File: src/rtl/div_pkg.sv
// Shared constants for the sequential DKG divider.
package div_pkg;

    // Default operand width for dividend, divisor, quotient and remainder.
    localparam int unsigned DEFAULT_WIDTH = 64;

    // Quotient reported when the divisor is zero.
    localparam logic [DEFAULT_WIDTH-1:0] DIV0_QUOTIENT = {DEFAULT_WIDTH{1'b1}};

    // FSM state encodings.
    localparam logic [1:0] IDLE = 2'd0;
    localparam logic [1:0] RUN  = 2'd1;
    localparam logic [1:0] DONE = 2'd2;

endpackage

File: src/rtl/dkg_subtractor.sv
// Ripple subtractor built from DKG reversible-gate cells: a - b as a + ~b + 1.
module dkg_subtractor #(
    parameter int unsigned N = 65
) (
    input  logic [N-1:0] a_i,
    input  logic [N-1:0] b_i,
    output logic [N-1:0] diff_o,
    output logic         borrow_n_o
);

    logic [N:0] carry;

    // Carry-in of one completes the two's-complement negation of b.
    assign carry[0] = 1'b1;

    // With A tied low a DKG cell is a full adder: R = carry out, S = sum.
    for (genvar i = 0; i < N; i++) begin : g_cell
        logic gate_a;
        logic gate_b;
        logic gate_c;
        logic gate_d;

        assign gate_a = 1'b0;
        assign gate_b = a_i[i];
        assign gate_c = ~b_i[i];
        assign gate_d = carry[i];

        assign carry[i+1] = ((gate_a ^ gate_b) & (gate_c ^ gate_d)) ^ (gate_c & gate_d);
        assign diff_o[i]  = gate_b ^ gate_c ^ gate_d;
    end

    // Final carry high means no borrow occurred.
    assign borrow_n_o = carry[N];

endmodule

File: src/rtl/seq_divider_dkg.sv
// Iterative radix-2 restoring divider, one quotient bit per clock, valid/ready on both sides.
module seq_divider_dkg
    import div_pkg::*;
#(
    parameter int unsigned WIDTH = DEFAULT_WIDTH
) (
    input  logic             clk,
    input  logic             reset,
    input  logic             in_valid,
    output logic             in_ready,
    input  logic [WIDTH-1:0] dividend,
    input  logic [WIDTH-1:0] divisor,
    output logic             out_valid,
    input  logic             out_ready,
    output logic [WIDTH-1:0] quotient,
    output logic [WIDTH-1:0] remainder,
    output logic             div_by_zero,
    output logic             busy
);

    localparam int unsigned CNT_W = $clog2(WIDTH) + 1;

    logic [1:0]       state_q, state_d;
    logic [WIDTH:0]   rem_q, rem_d;
    logic [WIDTH-1:0] quo_q, quo_d;
    logic [WIDTH-1:0] div_q, div_d;
    logic [CNT_W-1:0] cnt_q, cnt_d;
    logic [WIDTH-1:0] quotient_q, quotient_d;
    logic [WIDTH-1:0] remainder_q, remainder_d;
    logic             dbz_q, dbz_d;

    logic [WIDTH:0]   trial_a;
    logic [WIDTH:0]   trial_diff;
    logic             trial_ok;
    logic             unused_rem_msb;

    // Partial remainder shifted left with the next dividend bit brought in.
    assign trial_a = {rem_q[WIDTH-1:0], quo_q[WIDTH-1]};

    dkg_subtractor #(
        .N(WIDTH + 1)
    ) u_sub (
        .a_i       (trial_a),
        .b_i       ({1'b0, div_q}),
        .diff_o    (trial_diff),
        .borrow_n_o(trial_ok)
    );

    // Remainder never exceeds the divisor, so its top bit is always zero once stored.
    assign unused_rem_msb = rem_q[WIDTH];

    // Next-state logic: operand load, one restoring step per RUN cycle, result handoff.
    always_comb begin
        state_d     = state_q;
        rem_d       = rem_q;
        quo_d       = quo_q;
        div_d       = div_q;
        cnt_d       = cnt_q;
        quotient_d  = quotient_q;
        remainder_d = remainder_q;
        dbz_d       = dbz_q;

        case (state_q)
            IDLE: begin
                if (in_valid) begin
                    div_d = divisor;
                    if (divisor == '0) begin
                        state_d     = DONE;
                        quotient_d  = '1;
                        remainder_d = dividend;
                        dbz_d       = 1'b1;
                    end else begin
                        state_d = RUN;
                        rem_d   = '0;
                        quo_d   = dividend;
                        cnt_d   = CNT_W'(WIDTH);
                    end
                end
            end
            RUN: begin
                rem_d = trial_ok ? trial_diff : trial_a;
                quo_d = {quo_q[WIDTH-2:0], trial_ok};
                cnt_d = cnt_q - CNT_W'(1);
                if (cnt_q == CNT_W'(1)) begin
                    state_d     = DONE;
                    quotient_d  = quo_d;
                    remainder_d = rem_d[WIDTH-1:0];
                    dbz_d       = 1'b0;
                end
            end
            DONE: begin
                if (out_ready) begin
                    state_d = IDLE;
                end
            end
            default: state_d = IDLE;
        endcase
    end

    // State and datapath registers; reset has priority over any in-flight division.
    always_ff @(posedge clk) begin
        if (reset) begin
            state_q     <= IDLE;
            rem_q       <= '0;
            quo_q       <= '0;
            div_q       <= '0;
            cnt_q       <= '0;
            quotient_q  <= '0;
            remainder_q <= '0;
            dbz_q       <= 1'b0;
        end else begin
            state_q     <= state_d;
            rem_q       <= rem_d;
            quo_q       <= quo_d;
            div_q       <= div_d;
            cnt_q       <= cnt_d;
            quotient_q  <= quotient_d;
            remainder_q <= remainder_d;
            dbz_q       <= dbz_d;
        end
    end

    assign in_ready    = (state_q == IDLE);
    assign out_valid   = (state_q == DONE);
    assign busy        = (state_q != IDLE);
    assign quotient    = quotient_q;
    assign remainder   = remainder_q;
    assign div_by_zero = dbz_q;

endmodule

File: config.mk
export PLATFORM = sky130hd
export DESIGN_NAME = seq_divider_dkg
export DESIGN_NICKNAME = d
export VERILOG_FILES = /design/src/rtl/div_pkg.sv /design/src/rtl/dkg_subtractor.sv /design/src/rtl/seq_divider_dkg.sv
export SDC_FILE = /design/constraint.sdc
export NUM_CORES = 1
export LEC_CHECK = 0
export BUFFER_PORTS_ARGS = -buffer_cell sky130_fd_sc_hd__buf_2
export CORE_MARGIN = 3
export CORE_UTILIZATION = 62
export CTS_CLUSTER_DIAMETER = 120
export DETAILED_ROUTE_END_ITERATION = 8
export GPL_TIMING_DRIVEN = 0
export PLACE_DENSITY_LB_ADDON = 0.15
export SLEW_MARGIN = 10
export SYNTH_ARGS = -nofsm -noshare
export SYNTH_HDL_FRONTEND = slang
export SYNTH_HIERARCHICAL = 1
export SYNTH_SLANG_ARGS = --single-unit
File: constraint.sdc
create_clock -name clk -period 42.5 [get_ports clk]
set_input_delay 4.25 -clock clk [delete_from_list [all_inputs] [get_ports clk]]
set_output_delay 4.25 -clock clk [all_outputs]
set_load 0.02 [all_outputs]
==> results.txt <==
Outcome = finished, final reports clean
Routed vias/inst = 6.06
I/O Buffers = 262
Synth Net Count = 2069
R2r setup slk = 14.52 ns
Final Skew = 0.0183 ns
Post-route minimum period = 27.98 ns
Clk sinks = 330
Fin worst setup slack = 14.52 ns
Initial antenna violation count = 2
Routed WL per cell = 20.0 um
Clock Tree Buf Depth = 3
CP max stage delay = 0.48 ns
Reg2Reg Depth = 74
Final hold vios = 0
Post-synth top area share = 0.396
Die Y = 170 um
Fill count = 2018
Pwr per Cell Area = 42.1 nW/um^2
Synth Flop Type = dfxtp_1
Final HPWL DP = 37.1 mm
Vias in the first global route = 14800
Total Routed Length = 50.4 mm
Setup WS pre-CTS = 14.84 ns
CP Launch Type = flop
Area occupied by multi-input gates = 8400 um^2
Worst-path maximum fanout = 10
Reg2reg start = quo_q[63]$_SDFFE_PP0P_
Crit path kind = flop to flop
Internal power of the cells = 0.576 mW
Crit-path most repeated cell = fa_1
Critical Path AT = 28.39 ns
Synthesized instance count = 1870
Avg Cell Area, Syn = 8.91 um^2
Logic pwr share = 0.198
Initial DRT Pass Iterations = 7
H-tree levels = 2
Post-Layout Cell Count = 2526
Worst slew margin = 0.182
P_leak = 7.57 nW
Yosys top cell by area = dfxtp_1
Root Buffer = clkbuf_16
Post-synth ARST share = 0
Pins Over Slew Limit = 0
Synthesized area = 16700 um^2
Main area contributors after synthesis = dfxtp_1 (40%), fa_1 (7.7%), nand2_1 (6.0%)
Sw frac = 0.301
Met2 Use GR = 0.556
Worst-margin pin slew = 1.23 ns
Total net switching power = 0.248 mW
Post-route ant nets = 0
GRT Residual Overflow = 0
Num CTS Buffers = 36
DRT iter0 DRCs = 1262
Sequential area share after synthesis = 0.396
First-pass GRT wire length = 78.2 mm
Hold Crit Depth = 1
Min-delay worst type = flop to flop
Fmax achieved = 0.0357 GHz
RR Endpoint = rem_q[63]$_SDFFE_PP0P_
Starting Density = 0.636
Post-synthesis cell type count = 44
Met3 GRT Util = 0.0655
CP bufs+invs = 5
# hold bufs at CTS = 0
Register share of total power = 0.421
Slowest-stage cell, CP = clkbuf_1
Worst-path clk slew = 0.06 ns
IO Count = 264
Die Wd = 170 um
Total power draw = 0.824 mW
Clk_lat worst skew = 0.52 ns
Layout cells sized above 1 = 0.253
Via count = 15300
GPL Wtd Cong = 0.918
Reg area = 6610 um^2
Max-cap check violation count = 0
GRT Max-Usage Layer = met2
Post_cts resized = 0
CP top delay family = adder cells
Die area = 28900 um^2
Setup-failing EPs final = 0
Global Route Usage Sum = 0.339
Largest net degree at the start of global routing = 14
RSZ-0062 raised after global routing = no
CP required = 42.92 ns
Synth Register Bits = 330
Nets@finish = 2369
DRC = 0
Placed cells = 2467
GR met1 Demand/Resource = 0.441
Min-delay src = quotient[37]$_SDFFE_PP0P_
Hold Crit Endpoint = quotient[37]$_SDFFE_PP0P_
Fin Setup TNS = 0 ns
Final Cycle Share = 0.658
Crit. End Element = flop
Clock power share = 0.381
Number of synthesized flops with an enable pin = 0
VDD IR max = 0.0000308 V
Area delta synth->final = 17.4%
Yosys warns = 6
CTS tree = yes
Post-CTS Setup Bufs = 0
Core footprint = 26200 um^2
# rows = 59
worst register-to-register path: cells and delay by family (launching register included):
kind,cells,cell delay (ns)
adder cells (fa/ha/maj),65,25.50
buffers and inverters,5,1.31
AO/OA/AOI/OAI,2,0.53
flip-flops,1,0.34
AND/OR/NAND/NOR,2,0.23
synth_stat cells, types with 2 or more instances:
cell      instances
a211oi_1        130
a21oi_1         141
a21oi_2          60
a221oi_1          3
a311oi_1         66
a311oi_2         62
buf_1             7
buf_12            7
buf_2            13
buf_4            20
buf_6             9
clkbuf_1        111
dfxtp_1         330
fa_1             64
ha_1              3
inv_1           202
mux2_2           61
nand2_1         266
nand4_1           4
nor2_1          137
nor2b_1           2
nor3_1            3
nor4_1           16
o21a_1           65
o21ai_0          67
or2_2             3
worst max-delay path by stage:
stage / cells after the start / slack [ns] / startpoint / endpoint
2_1_floorplan: 73 / 16.49 / quo_q[63]$_SDFFE_PP0P_ / rem_q[59]$_SDFFE_PP0P_
3_3_place_gp: 74 / 14.98 / quo_q[63]$_SDFFE_PP0P_ / rem_q[63]$_SDFFE_PP0P_
3_5_place_dp: 74 / 14.84 / quo_q[63]$_SDFFE_PP0P_ / rem_q[63]$_SDFFE_PP0P_
4_1_cts: 74 / 14.73 / quo_q[63]$_SDFFE_PP0P_ / rem_q[63]$_SDFFE_PP0P_
5_1_grt: 74 / 13.75 / quo_q[63]$_SDFFE_PP0P_ / rem_q[63]$_SDFFE_PP0P_
6_report: 74 / 14.52 / quo_q[63]$_SDFFE_PP0P_ / rem_q[63]$_SDFFE_PP0P_
stage by stage:
| stage | cell area, um^2 | utilization | hold WS (ns) |
|---|---|---|---|
| finish | 19600 | 0.747 | 0.455 |
| global route | 19600 | 0.747 | 0.469 |
| CTS | 19600 | 0.746 | 0.460 |
| detailed placement | 18400 | 0.702 | 0.447 |
| global placement | 18400 | 0.702 | 0.441 |
| floorplan | 16700 | - | 0.440 |
metal layers:
layer / vias to the layer above / share of wire
li1: 7071 / -
met1: 7339 / 0.40
met2: 751 / 0.47
met3: 151 / 0.086
met4: 2 / 0.043
met5: - / 0.00034
cell families after synthesis:
kind of cell,count (synthesis),share of synthesized area
simple gates,440,0.105
mux,61,0.0412
flops,330,0.396
buf+inv,369,0.0995
compound gates,602,0.278
fa+ha+maj,67,0.0791
other cells,1,0.000225
placed cells by master (no fill, tap or decap), types with 4 or more instances in the layout:
cell and n:
dfxtp_1 330, buf_2 275, nand2_1 266, inv_1 202, a21oi_1 141, nor2_1 137, a211oi_1 130, clkbuf_1 115
o21ai_0 67, a311oi_1 66, o21a_1 65, fa_1 64, a311oi_2 62, mux2_2 61, a21oi_2 60, clkbuf_16 37
buf_4 20, nor4_1 16, clkbuf_8 10, buf_6 9, buf_1 7, buf_12 7, nand4_1 4, clkinv_2 4
power groups by stage:
stage	registers, mW	logic [mW]	clock network (mW)
floorplan	0.362	0.0969	0
global placement	0.352	0.155	0
detailed placement	0.353	0.159	0
CTS	0.346	0.160	0.315
global route	0.349	0.177	0.328
finish	0.347	0.163	0.314
area by class of cell:
class | count | area share
Tap cell | 335 | 0.0214
Clock inverter | 7 | 0.00448
Clock buffer | 51 | 0.0551
Buffer | 167 | 0.0460
Timing Repair Buffer | 262 | 0.0670
Inverter | 202 | 0.0388
Antenna cell | 1 | 0.000128
Multi-Input combinational cell | 1171 | 0.429
Sequential cell | 330 | 0.338
state kept, by name, indices dropped and copies added (netlist names):
register     cells
div_by_zero      1
quo_q           64
rem_q           64
quotient        64
div_q           64
cnt_q            7
state_q          2
remainder       64
Power figures use the tool's default switching activity.
